**src/rtl/multi_phase_driver_pkg.sv**
```systemverilog
// multi_phase_driver_pkg: shared channel state encoding and default widths
package multi_phase_driver_pkg;

    localparam int DUTY_CYCLE_WIDTH_DEF = 8;

    typedef enum logic [1:0] {
        FLOAT = 2'd0,
        DEAD  = 2'd1,
        HIGH  = 2'd2,
        LOW   = 2'd3
    } chan_state_t;

endpackage

```
**src/rtl/phase_dead_time_channel.sv**
```systemverilog
// phase_dead_time_channel: one half-bridge with dead-time on every side switch
module phase_dead_time_channel
    import multi_phase_driver_pkg::*;
#(
    parameter int DEAD_TIME = 2,
    parameter int DT_WIDTH  = 4
) (
    input  logic        clock,
    input  logic        reset_n,
    input  chan_state_t target,
    output logic        pwm_high,
    output logic        pwm_low
);

    localparam logic [DT_WIDTH-1:0] DT_LOAD = DT_WIDTH'(DEAD_TIME - 1);

    chan_state_t           state, state_nxt;
    logic [DT_WIDTH-1:0]   dt_cnt, dt_nxt;

    // float wins at once; a dead window always runs to expiry, then takes the current target
    always_comb begin
        state_nxt = state;
        dt_nxt    = dt_cnt;
        if (target == FLOAT) begin
            state_nxt = FLOAT;
        end else if (state == DEAD) begin
            if (dt_cnt == '0) state_nxt = target;
            else dt_nxt = dt_cnt - DT_WIDTH'(1);
        end else if (state != target) begin
            state_nxt = DEAD;
            dt_nxt    = DT_LOAD;
        end
    end

    // state and registered gate drives updated together so the pins never glitch
    always_ff @(posedge clock) begin
        if (!reset_n) begin
            state    <= FLOAT;
            dt_cnt   <= '0;
            pwm_high <= 1'b0;
            pwm_low  <= 1'b0;
        end else begin
            state    <= state_nxt;
            dt_cnt   <= dt_nxt;
            pwm_high <= (state_nxt == HIGH);
            pwm_low  <= (state_nxt == LOW);
        end
    end

endmodule

```
**src/rtl/multi_phase_driver.sv**
```systemverilog
// multi_phase_driver: N-phase complementary PWM with shared counter and buffered duties
module multi_phase_driver
    import multi_phase_driver_pkg::*;
#(
    parameter int NUM_PHASES       = 3,
    parameter int DUTY_CYCLE_WIDTH = DUTY_CYCLE_WIDTH_DEF,
    parameter int DEAD_TIME        = 2,
    parameter int DT_WIDTH         = 4
) (
    input  logic                                   clock,
    input  logic                                   reset_n,
    input  logic [NUM_PHASES*DUTY_CYCLE_WIDTH-1:0] duty_cycle,
    input  logic                                   duty_valid,
    input  logic [NUM_PHASES-1:0]                  high_z,
    output logic [NUM_PHASES-1:0]                  pwm_high,
    output logic [NUM_PHASES-1:0]                  pwm_low,
    output logic                                   period_start
);

    localparam int W = DUTY_CYCLE_WIDTH;
    localparam logic [W-1:0] CNT_MAX = {{(W-1){1'b1}}, 1'b0};

    logic [W-1:0]            counter;
    logic [NUM_PHASES*W-1:0] shadow, active;
    chan_state_t             target [NUM_PHASES];

    // shared period counter 0..2^W-2; period_start carries the same one-clock lag as the pins
    always_ff @(posedge clock) begin
        if (!reset_n) begin
            counter      <= '0;
            period_start <= 1'b0;
        end else begin
            counter      <= (counter == CNT_MAX) ? '0 : counter + W'(1);
            period_start <= (counter == '0);
        end
    end

    // double-buffered duties; a strobe on the last count bypasses the shadow
    always_ff @(posedge clock) begin
        if (!reset_n) begin
            shadow <= '0;
            active <= '0;
        end else begin
            if (duty_valid) shadow <= duty_cycle;
            if (counter == CNT_MAX) active <= duty_valid ? duty_cycle : shadow;
        end
    end

    for (genvar k = 0; k < NUM_PHASES; k++) begin : g_ph
        assign target[k] = high_z[k] ? FLOAT : ((counter < active[k*W +: W]) ? HIGH : LOW);

        phase_dead_time_channel #(
            .DEAD_TIME (DEAD_TIME),
            .DT_WIDTH  (DT_WIDTH)
        ) u_chan (
            .clock    (clock),
            .reset_n  (reset_n),
            .target   (target[k]),
            .pwm_high (pwm_high[k]),
            .pwm_low  (pwm_low[k])
        );
    end

endmodule

```
**config.mk**
```make
export PLATFORM = sky130hd
export DESIGN_NAME = multi_phase_driver
export DESIGN_NICKNAME = d
export VERILOG_FILES = /design/src/rtl/multi_phase_driver_pkg.sv /design/src/rtl/phase_dead_time_channel.sv /design/src/rtl/multi_phase_driver.sv
export SDC_FILE = /design/constraint.sdc
export NUM_CORES = 1
export LEC_CHECK = 0
export CORE_ASPECT_RATIO = 0.5
export CORE_MARGIN = 5
export CORE_UTILIZATION = 45
export DETAILED_ROUTE_END_ITERATION = 10
export HOLD_SLACK_MARGIN = 0.05
export SKIP_LAST_GASP = 1
export SLEW_MARGIN = 40
export SYNTH_ARGS = -nofsm -noshare
export SYNTH_HDL_FRONTEND = slang
export SYNTH_SLANG_ARGS = --single-unit
```
**constraint.sdc**
```tcl
create_clock -name clock -period 5.4 [get_ports clock]
set_input_delay 0.81 -clock clock [delete_from_list [all_inputs] [get_ports clock]]
set_output_delay 0.81 -clock clock [all_outputs]
set_load 0.005 [all_outputs]
```
# Yosys cells after proc, flatten, opt, wreduce, memory -nomap -nowiden
# Cells that the tools add are included.
dict set report word_totals {
  romBits 0
  out_inout_bits 7
  register_bits 81
  mem_count 0
  mem_bits_rw 0
  inputBits 30
  latchBits 0
  word_cells 85
}
dict set report op_classes {
  n_lt_le_gt_ge 3
  n_mul 0
  shifts 0
  muxes 28
  add_sub_neg 4
  n_eq_ne 16
  reduce_logical 14
  div_mod_pow 0
  n_bitwise 4
}
# cell n
set ops {}
lappend ops {{$mux W4} 9}
lappend ops {{$mux W2} 15}
lappend ops {{$lt A8 B8 Y1} 3}
lappend ops {{$mux W24} 1}
lappend ops {{$eq A2 B2 Y1 const B} 6}
lappend ops {{$logic_not A4 Y1} 3}
lappend ops {{$sub A4 B1 Y4 const B} 3}
lappend ops {{$reduce_and A3 Y1} 3}
lappend ops {{$add A8 B1 Y8 const B} 1}
lappend ops {{$eq A8 B8 Y1 const B} 1}
lappend ops {{$logic_not A8 Y1} 1}
lappend ops {{$eq A2 B1 Y1 const B} 3}
lappend ops {{$logic_not A2 Y1} 3}
lappend ops {{$ne A2 B2 Y1} 3}
lappend ops {{$ne A2 B2 Y1 const B} 3}
lappend ops {{$reduce_bool A2 Y1} 3}
lappend ops {{$not A1 Y1} 4}
lappend ops {{$mux W1} 3}
lappend ops {{$reduce_or A2 Y1} 1}

# Longest topological paths before layout
# Gate-level depths: netlist of run 1.
dict set report depth {
  ltp_word 8
  depth_mapped 8
}

# Cells and area by module
# Synthesis of run 1 repeated with hierarchy kept, for this count alone.
dict set report unflattened {
  cells_unflattened 424
  hier_area_um2 3993.8
}
# module cells_each instances area_each_um2
set by_module_without_submodules {}
lappend by_module_without_submodules {multi_phase_driver 277 1 2743.9}
lappend by_module_without_submodules {phase_dead_time_channel 49 3 416.6}

# Worst setup path after synthesis of run 1
# OpenSTA, ideal clock, no wires.
dict set report synth_path {
  path_kind {flip-flop to flip-flop}
  start {register counter[5]}
  end {register g_ph[2].u_chan.dt_cnt[3]}
  setup_time_ns 0.119
  path_slack_ns 3.553
  arrival_ns 1.728
  path_stages_with_launch 8
  path_cell_list {dfxtp_1 ha_1 a211o_1 a21oi_1 o31a_1 buf_4 a21oi_1 o221a_1}
}
dict set report synth_between {
  elab_chain_cells 6
  elab_cells_between_ends 8
  cone_classes {order compare (1); eq/ne (1); mux (2); bitwise (1); reduce/logical (3)}
}
# item line
set synth_rtl {}
lappend synth_rtl {{start, declared} multi_phase_driver.sv:23} ;# logic [W-1:0] counter;
lappend synth_rtl {{start signal, assigned} multi_phase_driver.sv:33} ;# counter <= (counter == CNT_MAX) ? '0 : counter + W'(1);
lappend synth_rtl {{$lt A8 B8 Y1 *} multi_phase_driver.sv:50} ;# assign target[k] = high_z[k] ? FLOAT : ((counter < active[k*W +: W]) ? HIGH : LOW);
lappend synth_rtl {{$mux W1 *} multi_phase_driver.sv:50}
lappend synth_rtl {{$mux W2 *} multi_phase_driver.sv:50}
lappend synth_rtl {{$ne A2 B2 Y1 or $logic_not A2 Y1 (tied branches)} {phase_dead_time_channel.sv:29, phase_dead_time_channel.sv:24}}
lappend synth_rtl {{$reduce_bool A2 Y1 (no line) or $not A1 Y1 (tied branches)} n/a}
lappend synth_rtl {{$reduce_and A3 Y1 (no line) *} n/a}
lappend synth_rtl {{end signal, assigned} phase_dead_time_channel.sv:44} ;# dt_cnt <= dt_nxt;
lappend synth_rtl {{end, declared} phase_dead_time_channel.sv:18} ;# logic [DT_WIDTH-1:0] dt_cnt, dt_nxt;
# Mark *: on every way between the ends. The rest lies on a longest branch, timed or not.
# A chain may end at the register's enable or synchronous reset.

==> flow_summary.json, run 1 <==
{
  "die_width_um": 144,
  "internal_power_w": 0.00115,
  "die_h_um": 76.8,
  "timing.final.crit_share_pct": 46.5,
  "hold_slack_ns": 0.493,
  "synthFlopType": "dfxtp_1",
  "yosysUniqueCellTypes": 58,
  "min_path_cells": 2,
  "cts_root_buf": "clkbuf_16",
  "yosysWarnings": 0,
  "p_leak_nw": 1.83,
  "dpl.hpwl_um": 5770,
  "drtPass1Iterations": 4,
  "vias_per_cell": 5.20,
  "clk_pin_slew_ns": 0.06,
  "gp_congestion": 0.812,
  "rr_worst_depth": 6,
  "worst_pin_slew_ns": 0.752,
  "switching_share_pct": 22.2,
  "diodes": 0,
  "fin_setup_tns_ns": 0,
  "rsz0062_at_grt": "false",
  "cts_buffers": 9,
  "max_freq_mhz": 398,
  "cts_sinks": 81,
  "most-common-layout-cells": "dfxtp_1 (81), nor2_1 (71), clkdlybuf4s50_1 (36)",
  "finalMaxSlewViolations": 0,
  "layout_commonest_cell": "dfxtp_1",
  "p_clk_share_pct": 46.8,
  "clk_path_buf_depth": 2,
  "reg2reg_slack_ns": 3.11,
  "cts_resized": 0,
  "synth_nets": 510,
  "clkLatencyLatePin_ns": 0.33,
  "synth-seq-cells": 81,
  "fillers": 804,
  "grt.overflow.total": 0,
  "grt_pass1_vias": 2772,
  "cpMaxStageDelayCell": "clkdlybuf4s50_1",
  "syn-instance-count": 450,
  "p_switching_w": 0.000329,
  "wire_per_inst_um": 13.7,
  "grt_max_degree": 54,
  "cp_max_fo": 53,
  "cp-end-kind": "flop",
  "synth_area_per_cell_um2": 8.92,
  "vias": 3088,
  "grt_pass1_wl_um": 13700,
  "synth-seq-area-share_pct": 40.4,
  "cp-start-kind": "input pin",
  "final_cells": 594,
  "synth.cell_area_mm2": 0.00401,
  "grt_usage_pct": 15.3,
  "area_delta_synth_final_pct": 18.5,
  "tritoncts": "yes",
  "status": "finished clean",
  "p_comb_share_pct": 10.2,
  "maxCapViolations": 0,
  "fin_area_mm2": 0.00475,
  "critPathBufInv": 2,
  "final_antenna_net_count": 0,
  "drive_gt1_share_pct": 5.03,
  "htreeDepth": 3,
  "fin_skew_ns": 0.00449,
  "crit_type": "input pin to flop",
  "dpl_cell_area_mm2": 0.00441,
  "antenna_found_initial": 0,
  "hold_viol_final": 0,
  "ir_drop_mv": 0.202,
  "io_pins": 37,
  "min_to": "shadow[16]",
  "start_util_pct": 46.1,
  "post_cts_buffers": 0,
  "rr_startpoint": "counter[6]",
  "drt_iter0_drc": 133,
  "design.core.area_mm2": 0.00871,
  "powerDensity_mw_per_mm2": 311,
  "utilization_pct": 54.6,
  "min_period_ns": 2.51,
  "wirelength_um": 8110,
  "async_reset_ff_share_pct": 0,
  "slew_headroom_pct": 49.8,
  "critPathArrivalTime_ns": 2.77,
  "nets": 533,
  "row_count": 24,
  "pwr-share-seq_pct": 43.0,
  "worstHoldPathType": "flop to flop",
  "synth_edf_count": 0,
  "required_ns": 5.66,
  "ctsHoldBuffers": 0,
  "setup_viol": 0,
  "path_delay_family": "buffers and inverters",
  "slowest_delay_ns": 0.89,
  "dieArea_mm2": 0.0110,
  "drc": 0,
  "portBuffers": 36,
  "min_from": "shadow[16]",
  "dp_cells": 579,
  "r2r-end": "g_ph[2].u_chan.dt_cnt[3]",
  "crit_path_cell_trace": "clkdlybuf4s50_1 -> inv_4 -> nor2_1 -> nand3_1 -> o211ai_1"
}
==> cells by family after synthesis <==
logic type | Yosys count | synth area share, %
AOI/OAI and AO/OA | 95 | 17.7
xor gates and xnor gates | 5 | 1.09
adders and majority gates | 30 | 9.35
buffers and inverters | 63 | 6.67
DFF | 81 | 40.4
muxes | 28 | 7.01
and+or+nand+nor | 148 | 17.8
==> tightest hold or removal path: stages, from the launching register on <==
cell     delay [ns]
dfxtp_1        0.31
mux2i_1        0.07
nor2_1         0.08
==> flip-flops by register name (all words and copies together), names as in the netlist <==
signal / cells
shadow: 24
g_ph.u_chan.pwm_high: 3
g_ph.u_chan.dt_cnt: 12
period_start: 1
g_ph.u_chan.state: 6
counter: 8
active: 24
g_ph.u_chan.pwm_low: 3
==> power by group through the flow <==
stage                     sequential (W)  combinational, W  clock, W
after floorplan                 0.000641          0.000110         0
after global placement          0.000649          0.000151         0
after detailed placement        0.000649          0.000150         0
after CTS                       0.000636          0.000151  0.000713
after global routing            0.000639          0.000170  0.000736
final                           0.000636          0.000151  0.000693
==> cell usage after synthesis, types with 7 or more instances <==
cell	number	area, um2
nor4_1	9	56.3
o21ai_0	11	55.1
buf_4	7	52.6
dfxtp_1	81	1620
a21oi_1	16	80.1
a211oi_1	27	203
ha_1	30	375
nor2_1	72	270
inv_1	35	131
nand2_1	17	63.8
clkbuf_1	14	52.6
nand3_1	8	40.0
nand2b_1	9	56.3
mux2i_1	27	270
==> metal layers <==
layer / global-route usage, % / wire length, um / up-vias
met1: 24.8 / 4780 / 1389
met3: 4.66 / 309 / 9
met2: 18.6 / 2930 / 47
met4: 4.51 / 94 / 0
met5: 0 / 0 / -
li1: - / - / 1643
==> through the flow <==
step / setup slack, ns / total power [W]
3_3_place_gp: 2.38 / 0.000800
4_1_cts: 2.90 / 0.00150
2_1_floorplan: 3.55 / 0.000751
5_1_grt: 2.74 / 0.00155
6_report: 2.89 / 0.00148
3_5_place_dp: 2.55 / 0.000799
==> worst max path at each step <==
stage / from / to / slack, ns / cells after the start
2_1_floorplan: counter[5] / g_ph[2].u_chan.dt_cnt[3] / 3.55 / 7
3_3_place_gp: reset_n / g_ph[2].u_chan.state[1] / 2.38 / 5
3_5_place_dp: reset_n / g_ph[2].u_chan.state[1] / 2.55 / 5
4_1_cts: reset_n / g_ph[2].u_chan.state[1] / 2.90 / 5
5_1_grt: reset_n / g_ph[2].u_chan.state[1] / 2.74 / 5
6_report: reset_n / g_ph[2].u_chan.state[1] / 2.89 / 5
==> cell type report <==
type                       count  area [um2]  share of cell area, %
clock inverter                 5         104                   2.18
multi-input combinational    306        2130                   44.7
tap                          117         146                   3.08
timing repair buffer          38         375                   7.89
sequential                    81        1620                   34.1
clock buffer                  10         239                   5.03
inverter                      37         141                   2.97
Power figures use the tool's default switching activity.
==> inputs of run 2 (changes only) <==
clock period = 2.61 ns   (was 5.4 ns; I/O delays follow)
==> flow_summary.json, run 2 (synthesized netlist as in run 1, its figures left out) <==
{
  "crit_type": "flop to flop",
  "critPathArrivalTime_ns": 2.42,
  "final_antenna_net_count": 0,
  "fin_skew_ns": 0.00601,
  "pre_cts_ws_ns": 0.457,
  "drive_gt1_share_pct": 6.02,
  "dpl_cell_area_mm2": 0.00444,
  "nets": 537,
  "grt_pass1_wl_um": 14100,
  "min_from": "active[2]",
  "top_regs": "active x24, shadow x24, g_ph.u_chan.dt_cnt x12",
  "clk_pin_slew_ns": 0.06,
  "start_util_pct": 46.1,
  "vias": 3098,
  "fillers": 826,
  "grt_max_degree": 49,
  "grt_usage_pct": 15.8,
  "final.setup.worst_slack_ns": 0.414,
  "dpl.hpwl_um": 6020,
  "vias_per_cell": 5.17,
  "p_leak_nw": 1.82,
  "drc": 0,
  "power_w": 0.00284,
  "antenna_found_initial": 0,
  "clkLatencyLatePin_ns": 0.33,
  "drtPass1Iterations": 4,
  "dieArea_mm2": 0.0110,
  "clk_path_buf_depth": 2,
  "startpoint": "counter[5]",
  "grt-busiest-layer": "met1",
  "io_pins": 37,
  "met1_usage_pct": 24.1,
  "post_cts_buffers": 0,
  "cts_sinks": 81,
  "rsz0062_at_grt": "false",
  "most-common-layout-cells": "dfxtp_1 (81), nor2_1 (71), clkdlybuf4s50_1 (36)",
  "fin_area_mm2": 0.00472,
  "required_ns": 2.84,
  "layout_commonest_cell": "dfxtp_1",
  "slew_headroom_pct": 55.7,
  "cts_resized": 0,
  "fin_setup_tns_ns": 0,
  "wirelength_um": 8170,
  "gp_congestion": 0.803,
  "design.core.area_mm2": 0.00871,
  "multiInputGateArea_mm2": 0.00213,
  "ctsHoldBuffers": 0,
  "powerDensity_mw_per_mm2": 601,
  "worstHoldPathType": "flop to flop",
  "worst_pin_slew_ns": 0.647,
  "layout.area.seq_mm2": 0.00162,
  "grtUsageMet3_pct": 4.85,
  "tritoncts": "yes",
  "area_delta_synth_final_pct": 17.7,
  "cts_root_buf": "clkbuf_16",
  "rr_startpoint": "counter[5]",
  "die_width_um": 144,
  "die_h_um": 76.8,
  "grt.overflow.total": 0,
  "finalMaxSlewViolations": 0,
  "htreeDepth": 3,
  "drt_iter0_drc": 152,
  "row_count": 24,
  "diodes": 0,
  "wire_per_inst_um": 13.6,
  "portBuffers": 36,
  "ir_drop_mv": 0.394,
  "cp-end-kind": "flop",
  "hold_viol_final": 0,
  "min_period_ns": 2.20,
  "cp_max_fo": 9,
  "status": "finished clean",
  "timing.final.crit_share_pct": 84.1,
  "max_freq_mhz": 455,
  "setup_viol": 0,
  "maxCapViolations": 0,
  "grt_pass1_vias": 2910,
  "cp-start-kind": "flop",
  "grt_use_met2_pct": 21.0,
  "cts_buffers": 9
}
-- run 2: final timing paths --
kind / to / slack [ns] / depth (start not counted)
setup / recovery: g_ph[2].u_chan.dt_cnt[3] / 0.41 / 6
hold reg to reg: active[2] / 0.50 / 2
setup reg to reg: g_ph[2].u_chan.dt_cnt[3] / 0.41 / 6
hold / removal: active[2] / 0.50 / 2
-- run 2: per-layer routing --
metal,wire [um],vias to the layer above
met3,301,5
met4,74,0
met1,4730,1399
met2,3070,48
met5,0,-
li1,-,1646
-- run 2: critical path: stages, from the launching register on --
cell and delay (ns):
dfxtp_1 0.45, ha_1 0.29, a211o_1 0.26, a21oi_1 0.32, o31a_1 0.40, a21oi_1 0.12
o221a_1 0.26
-- run 2: cell type report --
type / instances / share of cell area, %
clock inverters: 7 / 1.25
clock buffers: 9 / 4.77
inverters: 37 / 2.94
multi-input cells: 306 / 45.0
repair buffers: 42 / 8.58
flip-flops and latches: 81 / 34.3
well taps: 117 / 3.10
-- run 2: where the power goes --
group	internal [W]	switching, W	leakage, nW
combinational	0.000154	0.000168	1.02
sequential	0.00128	0.0000344	0.660
clock	0.000663	0.000539	0.139
-- run 2: per-stage QoR --
stage               instances  util, %  hold slack, ns
floorplan                 450        -           0.450
global placement          583     51.0           0.476
detailed placement        583     51.0           0.486
CTS                       599     54.2           0.501
global route              599     54.2           0.526
finish                    599     54.2           0.495
==> inputs of run 3 (changes only) <==
PLACE_DENSITY = 0.67   (was not set)
clock period = 1.8 ns   (was 2.61 ns; I/O delays follow)
==> flow_summary.json, run 3 (synthesized netlist as in run 1, its figures left out) <==
{
  "portBuffers": 36,
  "crit_path_cell_trace": "inv_1 -> ha_4 -> a2111o_1 -> and4b_1 -> a211oi_2 -> a41o_1",
  "violations": "setup timing",
  "maxCapViolations": 0,
  "ir_drop_mv": 0.602,
  "grtUsageMet3_pct": 4.60,
  "max_freq_mhz": 531,
  "drt_iter0_drc": 194,
  "drc": 0,
  "vias_per_cell": 5.28,
  "timing.final.crit_share_pct": 105,
  "antenna_found_initial": 0,
  "grt_usage_pct": 16.8,
  "start_util_pct": 46.1,
  "rr_startpoint": "active[9]",
  "ctsHoldBuffers": 0,
  "worst_pin_slew_ns": 0.499,
  "rsz0062_at_grt": "true",
  "cts_root_buf": "clkbuf_16",
  "p_leak_nw": 2.04,
  "min_period_ns": 1.88,
  "pre_cts_ws_ns": -0.197,
  "grt-busiest-layer": "met1",
  "final_antenna_net_count": 0,
  "setup_viol": 9,
  "slew_headroom_pct": 66.4,
  "utilization_pct": 60.3,
  "crit_type": "flop to flop",
  "drtPass1Iterations": 4,
  "io_pins": 37,
  "met1_usage_pct": 25.1,
  "critPathBufInv": 1,
  "top_regs": "active x24, shadow x24, g_ph.u_chan.dt_cnt x12",
  "cpMaxStageDelayCell": "a2111o_1",
  "gp_congestion": 0.826,
  "tritoncts": "yes",
  "die_h_um": 76.8,
  "diodes": 0,
  "cts_buffers": 9,
  "wirelength_um": 9210,
  "worstHoldPathType": "flop to flop",
  "design.core.area_mm2": 0.00871,
  "cp-start-kind": "flop",
  "finalMaxSlewViolations": 0,
  "grt_max_degree": 49,
  "grt.overflow.total": 0,
  "slowest_delay_ns": 0.47,
  "cp_max_fo": 4,
  "wire_per_inst_um": 14.6,
  "hold_viol_final": 0,
  "clkLatencyLatePin_ns": 0.34,
  "clk_path_buf_depth": 2,
  "startpoint": "active[9]",
  "cp-end-kind": "flop",
  "vias": 3321,
  "required_ns": 2.08,
  "cts_sinks": 81,
  "dieArea_mm2": 0.0110,
  "row_count": 24,
  "drive_gt1_share_pct": 18.4,
  "fin_skew_ns": 0.00767,
  "area_delta_synth_final_pct": 30.9,
  "clk_pin_slew_ns": 0.06,
  "die_width_um": 144,
  "path_delay_family": "compound AO/OA/AOI/OAI gates",
  "powerDensity_mw_per_mm2": 844,
  "min_from": "shadow[23]",
  "htreeDepth": 3,
  "fillers": 749,
  "final.setup.worst_slack_ns": -0.0844,
  "status": "complete, but fails checks",
  "grt_pass1_vias": 3119,
  "critPathArrivalTime_ns": 2.17,
  "layout_commonest_cell": "nor2_1",
  "most-common-layout-cells": "nor2_1 (70), dfxtp_1 (67), clkdlybuf4s50_1 (36)",
  "grt_use_met2_pct": 23.0,
  "grt_pass1_wl_um": 15000,
  "nets": 568,
  "dpl.hpwl_um": 6210
}
[run 3: timing repair]
| action | in CTS | in global routing |
|---|---|---|
| setup endpoints to repair | 16 | 38 |
| gates resized for setup | 12 | 32 |
| gates cloned | 0 | 2 |
| endpoints found under the hold margin | 0 | 0 |
| pin swaps | 7 | 19 |
| setup buffers | 0 | 3 |
[run 3: path summary, 6_finish.rpt]
kind                                            endpoint  slack (ns)  depth (start not counted)
worst min-delay path                          shadow[23]        0.49                          2
worst min register to register                shadow[23]        0.49                          2
worst max-delay path            g_ph[1].u_chan.dt_cnt[0]       -0.08                          6
worst max register to register  g_ph[1].u_chan.dt_cnt[0]       -0.08                          6
[run 3: layout make-up]
type / count / area [um2] / share of cell area (%)
sequential: 81 / 1650 / 31.4
timing repair buffer: 73 / 714 / 13.6
inverter: 37 / 139 / 2.64
multi-input combinational: 306 / 2290 / 43.5
tap: 117 / 146 / 2.79
clock inverter: 6 / 91.3 / 1.74
clock buffer: 9 / 225 / 4.29
[run 3: metrics by stage]
stage / hold slack (ns) / cell area [um2] / cells / power, W / TNS (ns)
2_1_floorplan: 0.394 / 4020 / 450 / 0.00225 / 0
3_3_place_gp: 0.474 / 4680 / 609 / 0.00248 / -0.623
3_5_place_dp: 0.482 / 4680 / 609 / 0.00249 / -1.20
4_1_cts: 0.497 / 5040 / 624 / 0.00446 / -0.0997
5_1_grt: 0.518 / 5250 / 629 / 0.00464 / -1.58
6_report: 0.490 / 5250 / 629 / 0.00444 / -0.358
[run 3: per-layer routing]
layer  vias up  routed length (um)
met2        65                3760
met3        14                 407
met1      1536                4900
met5         -                   0
li1       1706                   -
met4         0                 141
[run 3: worst reg2reg max path, cell delays in order, from the launching register on]
cell and delay (ns):
dfxtp_2 0.32, inv_1 0.10, ha_4 0.21, a2111o_1 0.47, and4b_1 0.21, a211oi_2 0.29
a41o_1 0.21
[run 3: where the power goes]
group | switching, W | internal (W)
Clock | 0.000748 | 0.00121
Combinational | 0.000275 | 0.000300
Sequential | 0.0000466 | 0.00185
